### src/rtl/afifo_pkg.sv
// Constants shared between afifo and its read-side stream adapter.
package afifo_pkg;

    localparam int DATA_W_DEF = 8;
    localparam int CNT_W_DEF  = 16;

    // Read-side buffer: two entries is the minimum for 1 word/cycle with a
    // registered afifo read port.
    localparam int SKID_DEPTH = 2;
    localparam int OCC_W      = 2;

    // Occupancy after one cycle of push/pop, one bit wider so the caller can
    // compare against SKID_DEPTH without wrap.
    function automatic logic [OCC_W:0] occ_next(input logic [OCC_W-1:0] occ,
                                                 input logic             push,
                                                 input logic             pop);
        logic [OCC_W:0] ext;
        ext = {1'b0, occ};
        return ext + {{OCC_W{1'b0}}, push} - {{OCC_W{1'b0}}, pop};
    endfunction

endpackage

### src/rtl/afifo_skid2.sv
// Two-entry ordered buffer: entry 0 is the head, new words land at the tail
// index after any same-cycle pop has shifted entry 1 down.
module afifo_skid2
    import afifo_pkg::*;
#(
    parameter int DATA_W = DATA_W_DEF
) (
    input  logic              rclk,
    input  logic              rst,
    input  logic              push,
    input  logic [DATA_W-1:0] din,
    input  logic              pop,
    output logic [OCC_W-1:0]  occ,
    output logic [DATA_W-1:0] head
);

    logic [SKID_DEPTH-1:0][DATA_W-1:0] ent;
    logic [SKID_DEPTH-1:0][DATA_W-1:0] ent_n;
    logic [OCC_W-1:0]                  tail;
    logic [OCC_W:0]                    lvl;

    assign head = ent[0];

    // Next entry contents: shift on pop, then write the incoming word at the tail.
    always_comb begin
        ent_n = ent;
        tail  = occ - {{(OCC_W-1){1'b0}}, pop};
        lvl   = occ_next(occ, push, pop);
        if (pop) begin
            ent_n[0] = ent[1];
        end
        if (push) begin
            if (tail == '0) begin
                ent_n[0] = din;
            end else begin
                ent_n[1] = din;
            end
        end
    end

    // Entry and occupancy registers.
    always_ff @(posedge rclk or posedge rst) begin
        if (rst) begin
            ent <= '0;
            occ <= '0;
        end else begin
            ent <= ent_n;
            occ <= lvl[OCC_W-1:0];
        end
    end

endmodule

### src/rtl/afifo_rd_stream.sv
// afifo read-port consumer: issues reads from the empty flag, tracks the one
// word in flight, and re-presents data as a first-word-fall-through stream.
module afifo_rd_stream
    import afifo_pkg::*;
#(
    parameter int DATA_W = DATA_W_DEF,
    parameter int CNT_W  = CNT_W_DEF
) (
    input  logic              rclk,
    input  logic              rst,
    input  logic              fifo_empty,
    output logic              fifo_ren,
    input  logic [DATA_W-1:0] fifo_out,
    output logic              m_valid,
    input  logic              m_ready,
    output logic [DATA_W-1:0] m_data,
    output logic [CNT_W-1:0]  m_count,
    output logic              busy
);

    localparam logic [OCC_W:0] DEPTH_L = (OCC_W+1)'(SKID_DEPTH);

    logic             pend;
    logic             pop;
    logic [OCC_W-1:0] occ;
    logic [OCC_W:0]   lvl;

    assign pop     = m_valid & m_ready;
    assign m_valid = (occ != '0);
    assign busy    = pend | m_valid;

    // Counting the in-flight word and this cycle's pop keeps streaming at one
    // word per cycle while never issuing a read the buffer could not hold.
    assign lvl      = occ_next(occ, pend, pop);
    assign fifo_ren = !rst & !fifo_empty & (lvl < DEPTH_L);

    // A read issued this edge returns data next cycle; that is the only source of pushes.
    always_ff @(posedge rclk or posedge rst) begin
        if (rst) begin
            pend <= 1'b0;
        end else begin
            pend <= fifo_ren;
        end
    end

    // Words handed downstream, wrapping naturally.
    always_ff @(posedge rclk or posedge rst) begin
        if (rst) begin
            m_count <= '0;
        end else if (pop) begin
            m_count <= m_count + CNT_W'(1);
        end
    end

    afifo_skid2 #(
        .DATA_W (DATA_W)
    ) u_buf (
        .rclk (rclk),
        .rst  (rst),
        .push (pend),
        .din  (fifo_out),
        .pop  (pop),
        .occ  (occ),
        .head (m_data)
    );

endmodule
### config.mk
export PLATFORM = sky130hd
export DESIGN_NAME = afifo_rd_stream
export DESIGN_NICKNAME = d
export VERILOG_FILES = /design/src/rtl/afifo_pkg.sv /design/src/rtl/afifo_skid2.sv /design/src/rtl/afifo_rd_stream.sv
export SDC_FILE = /design/constraint.sdc
export NUM_CORES = 1
export LEC_CHECK = 0
export ABC_CLOCK_PERIOD_IN_PS = 7500
export CAP_MARGIN = 25
export CORE_ASPECT_RATIO = 0.7
export CORE_MARGIN = 3
export CORE_UTILIZATION = 45
export DETAILED_ROUTE_END_ITERATION = 7
export PLACE_DENSITY = 0.75
export SYNTH_ARGS = -nofsm -noshare
export SYNTH_HDL_FRONTEND = slang
export SYNTH_HIERARCHICAL = 1
export SYNTH_SLANG_ARGS = --single-unit
export TNS_END_PERCENT = 50
### constraint.sdc
create_clock -name rclk -period 7.5 [get_ports rclk]
set_clock_uncertainty 0.05 [all_clocks]
set_input_delay 1.5 -clock rclk [delete_from_list [all_inputs] [get_ports rclk]]
set_output_delay 1.5 -clock rclk [all_outputs]
set_load 0.005 [all_outputs]
==> metrics.txt, run 1 <==
Slew @ Worst Pin just under 0.7 ns; pin count of the biggest net entering global routing 21; fin crit share between 70 and 80%; register area share after synthesis 50.1%; Total Wirelength approximately 3.4 mm; maximum VDD drop 0.000230 V; Final Hold Viols 0; Max Cap Viol 0; # nets final 185; Initial Utilization between 40% and 50%; TNS Setup 0 ns; RePlAce Congestion ~0.75; Post-Syn Area 0.00175 mm2; Worst-Skew Late Latency ~0.28 ns; Final ANT Viol Nets 0; Worst Hold Class register to register; Pleak approximately 0.98 nW; Port Buf Inserts 38; Post-CTS Hold Buffers 0; per-cell routed wire length about 15 um; Gate Count Post-Synth 133; status finished, final reports clean; die area ~0.0047 mm2; DRC 0; Top FF cell, synth dfrtp_1; postcts setup bufs 0; Syn Nets 150; CTS H-tree lvls 2; first drt pass iteration count 4; r2r worst-path depth 7; Arrival @ worst endpoint between 4 and 5 ns; Area contributors post-synth dfrtp_1 (50%), mux2_2 (11%), mux2_4 (6.9%), xnor2_1 (5.0%), xor2_1 (4.5%); Syn. warnings 6; count leader, synth dfrtp_1; cts bufs inserted 5; Root Buffer clkbuf_8; initial DRC count between 70 and 80; worst-path fanout max 20; first-pass GRT wire length around 5.5 mm; min Tclk post-route between 5 and 6 ns; CTS resizes 0; critical path class primary input to primary output; Post-synth ARST share 100%; Detail Placement HPWL between 2 and 3 mm; hold_ws between 0.4 and 0.5 ns; Avg Synthesized Cell Area ~13 um2; FILL cells 294; Max Freq roughly 170 MHz; max-slew violation count 0; die width 80.5 um; global route total overflow 0; Die H about 58 um; R2R setup slack around 5 ns; critical path capture point type primary output; Diodes inserted 0; RSZ-0062 raised after global routing false; synth-to-layout area growth 25.3%; Slew HR 55.1%; Via Count 1,092; GRT Util Overall between 15 and 20%; num rows 18; reg-to-reg critical path startpoint u_buf/occ[1]$_DFF_PP0_; post-DR vias/cell about 5; endpoint of the worst-slack reg-to-reg timing path pend$_DFF_PP0_; crit start category primary input; clock-pin slew on the worst setup and hold paths about 0.070 ns; Seq cells post-synth 35; required time of the critical path 5.95 ns; top cell type's share of synthesized area 50.1%; Power Density roughly 350 mW/mm2; TritonCTS clock tree done; Sink Count 35; Worst Setup EP fifo_ren; # setup viols final 0; Yosys top cell by area dfrtp_1; initial antenna violation count 0; Netlist cell types 27; Core Area about 0.0036 mm2; EDFF count, synth 0; Design Power between 0.0007 and 0.0008 W; maximum clock insertion buffer count 2; Setup crit start m_ready; vias in the first global route approximately 1.1k; io pins 39; layout cell share with drive strength beyond 1 between 20% and 30%; commonest cells in the netlist dfrtp_1 (35), mux2_2 (17), xnor2_1 (10)
cells by family after synthesis:
family                     count (synthesis)  synth area share (%)
DFF                                       35                  50.1
and+or+nand+nor                           30                  11.2
xor gates and xnor gates                  19                  9.52
buffers and inverters                     17                  6.44
adders and majority gates                  5                  4.01
AOI/OAI and AO/OA                          2                 0.931
muxes                                     25                  17.8
state kept, by name (all words and copies together), names as in the netlist:
signal      count
m_count        16
pend            1
u_buf/ent       8
u_buf/head      8
u_buf/occ       2
cell usage in the layout, fill, tap and decap left out, drive strengths merged, types with 3 or more instances in the layout:
cell type	count
inv	6
xor2	9
clkdlybuf4s50	38
xnor2	10
mux2	25
nand2	5
nand3	4
ha	4
nand4	4
clkbuf	7
and4	3
nor2	4
dfrtp	35
layout make-up:
class	count	area (um2)	area share, %
clock inverters	1	5.00	0.229
well taps	50	62.6	2.86
clock buffers	7	76.3	3.49
multi-input cells	81	759	34.7
inverters	6	22.5	1.03
repair buffers	39	388	17.7
flip-flops and latches	35	876	40.0
through the flow:
stage / area, um2 / utilization, % / setup slack (ns) / cells
2_1_floorplan: 1750 / - / 2.88 / 133
3_3_place_gp: 2110 / 58.1 / 1.79 / 211
3_5_place_dp: 2110 / 58.1 / 1.68 / 211
4_1_cts: 2190 / 60.4 / 1.65 / 219
5_1_grt: 2190 / 60.4 / 1.52 / 219
6_report: 2190 / 60.4 / 1.70 / 219
metal layers:
metal	vias up	share of wire, %	global-route usage [%]
li1	517	-	-
met1	555	43	19.9
met2	18	53	26.7
met3	2	3.6	3.42
met4	0	0.75	4.34
met5	-	0	0
how the worst min path moves through the flow:
stage / startpoint / endpoint / slack, ns / cells past startpoint
floorplan: m_count[15]$_DFFE_PP0P_ / m_count[15]$_DFFE_PP0P_ / 0.41 / 1
global placement: m_count[15]$_DFFE_PP0P_ / m_count[15]$_DFFE_PP0P_ / 0.41 / 1
detailed placement: m_count[15]$_DFFE_PP0P_ / m_count[15]$_DFFE_PP0P_ / 0.41 / 1
CTS: m_count[15]$_DFFE_PP0P_ / m_count[15]$_DFFE_PP0P_ / 0.42 / 1
finish: m_count[15]$_DFFE_PP0P_ / m_count[15]$_DFFE_PP0P_ / 0.42 / 1
global route: m_count[15]$_DFFE_PP0P_ / m_count[15]$_DFFE_PP0P_ / 0.44 / 1
where the power goes:
part | leakage, nW | internal (W) | switching (W)
clock network | 0.0422 | 0.0000651 | 0.0000632
registers | 0.438 | 0.000258 | 0.0000621
logic | 0.502 | 0.000215 | 0.000112
total | 0.982 | 0.000538 | 0.000237
worst max-delay path, cell delays in order:
cell             delay (ns)
clkdlybuf4s50_1        0.45
o21a_1                 0.11
buf_4                  0.27
ha_1                   0.27
nand2b_1               0.15
fa_1                   0.37
xor2_1                 0.17
nor4b_1                0.37
clkdlybuf4s50_1        0.58
No activity file was read; power rests on OpenSTA's default activity.
==> run 2: changes to the inputs <==
--- a/config.mk
+++ b/config.mk
@@ -5,7 +5,7 @@
 export SDC_FILE = /design/constraint.sdc
 export NUM_CORES = 1
 export LEC_CHECK = 0
-export ABC_CLOCK_PERIOD_IN_PS = 7500
+export ABC_CLOCK_PERIOD_IN_PS = 5500
 export CAP_MARGIN = 25
 export CORE_ASPECT_RATIO = 0.7
 export CORE_MARGIN = 3
==> constraint.sdc (replaced) <==
create_clock -name rclk -period 5.5 [get_ports rclk]
set_clock_uncertainty 0.05 [all_clocks]
set_input_delay 1.1 -clock rclk [delete_from_list [all_inputs] [get_ports rclk]]
set_output_delay 1.1 -clock rclk [all_outputs]
set_load 0.005 [all_outputs]
==> run 2 against run 1 <==
Effect of this change:
- worst setup slack worse by 0.92 ns
- clock-buffer cell count stayed put
- sequential share of layout area is 0.41 points lower
- register-to-register slack worse by 1.8 ns
- wire length is 6.5% lower
- global-route usage is 0.54 points lower
- highest routed layer unchanged
==> metrics.txt, run 2 (same netlist as run 1, synthesis figures left out) <==
status finished, final reports clean; worst-path fanout max 2 (-90%); GRT Util Overall 15.0% (-0.54 points); TNS Setup 0 ns (unchanged); cells along the critical path clkdlybuf4s50_1 > o21a_1 > ha_1 > nand2b_1 > fa_1 > xor2_1 > nor4b_1 > clkdlybuf4s50_1; Arrival @ worst endpoint 3.57 ns (-0.68 ns); Worst Hold Class register to register; cts bufs inserted 5 (unchanged); RePlAce Congestion 0.765 (+2.2%); Power Density 488 mW/mm2 (+38%); global route total overflow 0 (unchanged); CTS resizes 0 (unchanged); Port Buf Inserts 38 (unchanged); most common cell after layout, fill and taps aside clkdlybuf4s50_1; Via Count 1,076 (-1.5%); crit start category primary input; postcts setup bufs 0 (unchanged); Largest delay share family, worst path buffers and inverters; Post-CTS Hold Buffers 0 (unchanged); per-cell routed wire length 14.3 um (-6.5%); maximum clock insertion buffer count 2 (unchanged); Initial Utilization 48.2% (unchanged); critical path capture point type primary output; Slew HR 54.3% (-0.85 points); Total Wirelength 3.14 mm (-6.5%); placed insts 211 (unchanged); Core Area 0.00363 mm2 (unchanged); die area 0.00468 mm2 (unchanged); Pleak 0.990 nW (+0.84%); io pins 39 (unchanged); Diodes inserted 0 (unchanged); TritonCTS clock tree done; fin crit share between 80% and 90%; slowest CP cell clkdlybuf4s50_1; Worst Path Buf+Inv 2 (-1); Root Buffer clkbuf_8; num rows 18 (unchanged); first drt pass iteration count 4 (unchanged); Final ANT Viol Nets 0 (unchanged); # setup viols final 0 (unchanged); Detail Placement HPWL 2.28 mm (-9.7%); required time of the critical path 4.35 ns (-1.60 ns); R2R setup slack 3.22 ns (-1.79 ns); clock-pin slew on the worst setup and hold paths 0.07 ns (about the same); first-pass GRT wire length 5.25 mm (-3.7%); synth-to-layout area growth 26.6%; final cell count without fillers 219 (unchanged); min Tclk post-route 4.72 ns; DRC 0 (unchanged); CP most frequent cell clkdlybuf4s50_1; vias in the first global route 1,069 (-6.1%); most frequent cells in the layout clkdlybuf4s50_1 (38), dfrtp_1 (35), mux2_2 (17), xnor2_1 (10), xor2_1 (9); Slew @ Worst Pin 0.685 ns (+0.0127 ns); initial antenna violation count 0 (unchanged); pin count of the biggest net entering global routing 20 (-4.8%); critical path class primary input to primary output; Die H 58.1 um (unchanged); Worst-Skew Late Latency 0.29 ns (about the same); # nets final 185 (unchanged); post-DR vias/cell 4.91 (-1.5%); RSZ-0062 raised after global routing false; Crit path largest cell delay 0.58 ns (about the same); Sink Count 35 (unchanged); FILL cells 285 (-3.1%); CTS H-tree lvls 2 (unchanged); Max Freq around 210 MHz; Top reg by flops m_count; layout cell share with drive strength beyond 1 23.7% (+1.2 points); Final Hold Viols 0 (unchanged); max-slew violation count 0 (unchanged); maximum VDD drop 0.000269 V (+17%); die width 80.5 um (unchanged); Max Cap Viol 0 (unchanged); Largest register FFs 16 (unchanged); initial DRC count 51 (-32%)
run 2: changes by cell type in the layout (fill, tap and decap cells not counted), sizes merged:
| cell | before | now |
|---|---|---|
| clkinv | 1 | 0 |
| clkinvlp | 0 | 1 |
run 2: final cells by class:
type | count | area [um2] | area share [%]
Sequential cell | 35 | 876 | 39.6
Multi-Input combinational cell | 81 | 759 | 34.3
Timing Repair Buffer | 39 | 388 | 17.5
Clock buffer | 7 | 96.3 | 4.36
Tap cell | 50 | 62.6 | 2.83
Inverter | 6 | 22.5 | 1.02
Clock inverter | 1 | 7.51 | 0.339
run 2: per-stage QoR:
step / setup WS [ns] / total power [W] / hold WS, ns / cell area (um2) / util, %
3_5_place_dp: 0.748 / 0.000882 / 0.415 / 2110 / 58.1
6_report: 0.776 / 0.00108 / 0.423 / 2210 / 61.0
3_3_place_gp: 0.863 / 0.000855 / 0.407 / 2110 / 58.1
2_1_floorplan: 1.68 / 0.000736 / 0.415 / 1750 / -
4_1_cts: 0.723 / 0.00110 / 0.426 / 2210 / 61.0
5_1_grt: 0.621 / 0.00115 / 0.446 / 2210 / 61.0
run 2: worst register-to-register path: stages, from the launching register on:
cell and delay (ns):
dfrtp_1 0.50, o21a_1 0.24, ha_1 0.28, nand2b_1 0.17, fa_1 0.39, xor2_1 0.17, nor4b_1 0.35
run 2: final timing paths:
path | depth (start not counted) | endpoint | start
min in group asynchronous | 2 | m_count[2]$_DFFE_PP0P_ | rst
setup / recovery | 8 | fifo_ren | m_ready
hold / removal | 1 | m_count[15]$_DFFE_PP0P_ | m_count[15]$_DFFE_PP0P_
setup reg to reg | 6 | pend$_DFF_PP0_ | u_buf/occ[1]$_DFF_PP0_
hold reg to reg | 1 | m_count[15]$_DFFE_PP0P_ | m_count[15]$_DFFE_PP0P_
max in group asynchronous | 2 | u_buf/head[2]$_DFF_PP0_ | rst
run 2: power by group:
part           switching [W]  leakage (nW)  internal [W]
Combinational       0.000144         0.502      0.000293
Clock              0.0000933        0.0505      0.000114
Sequential         0.0000820         0.438      0.000352
Total               0.000319         0.990      0.000759
run 2: layer usage:
metal	GRT usage (%)	vias to the layer above	routed length [um]
li1	-	516	-
met4	7.95	0	72
met2	22.5	26	1480
met5	0	-	0
met3	4.04	8	139
met1	19.9	526	1450
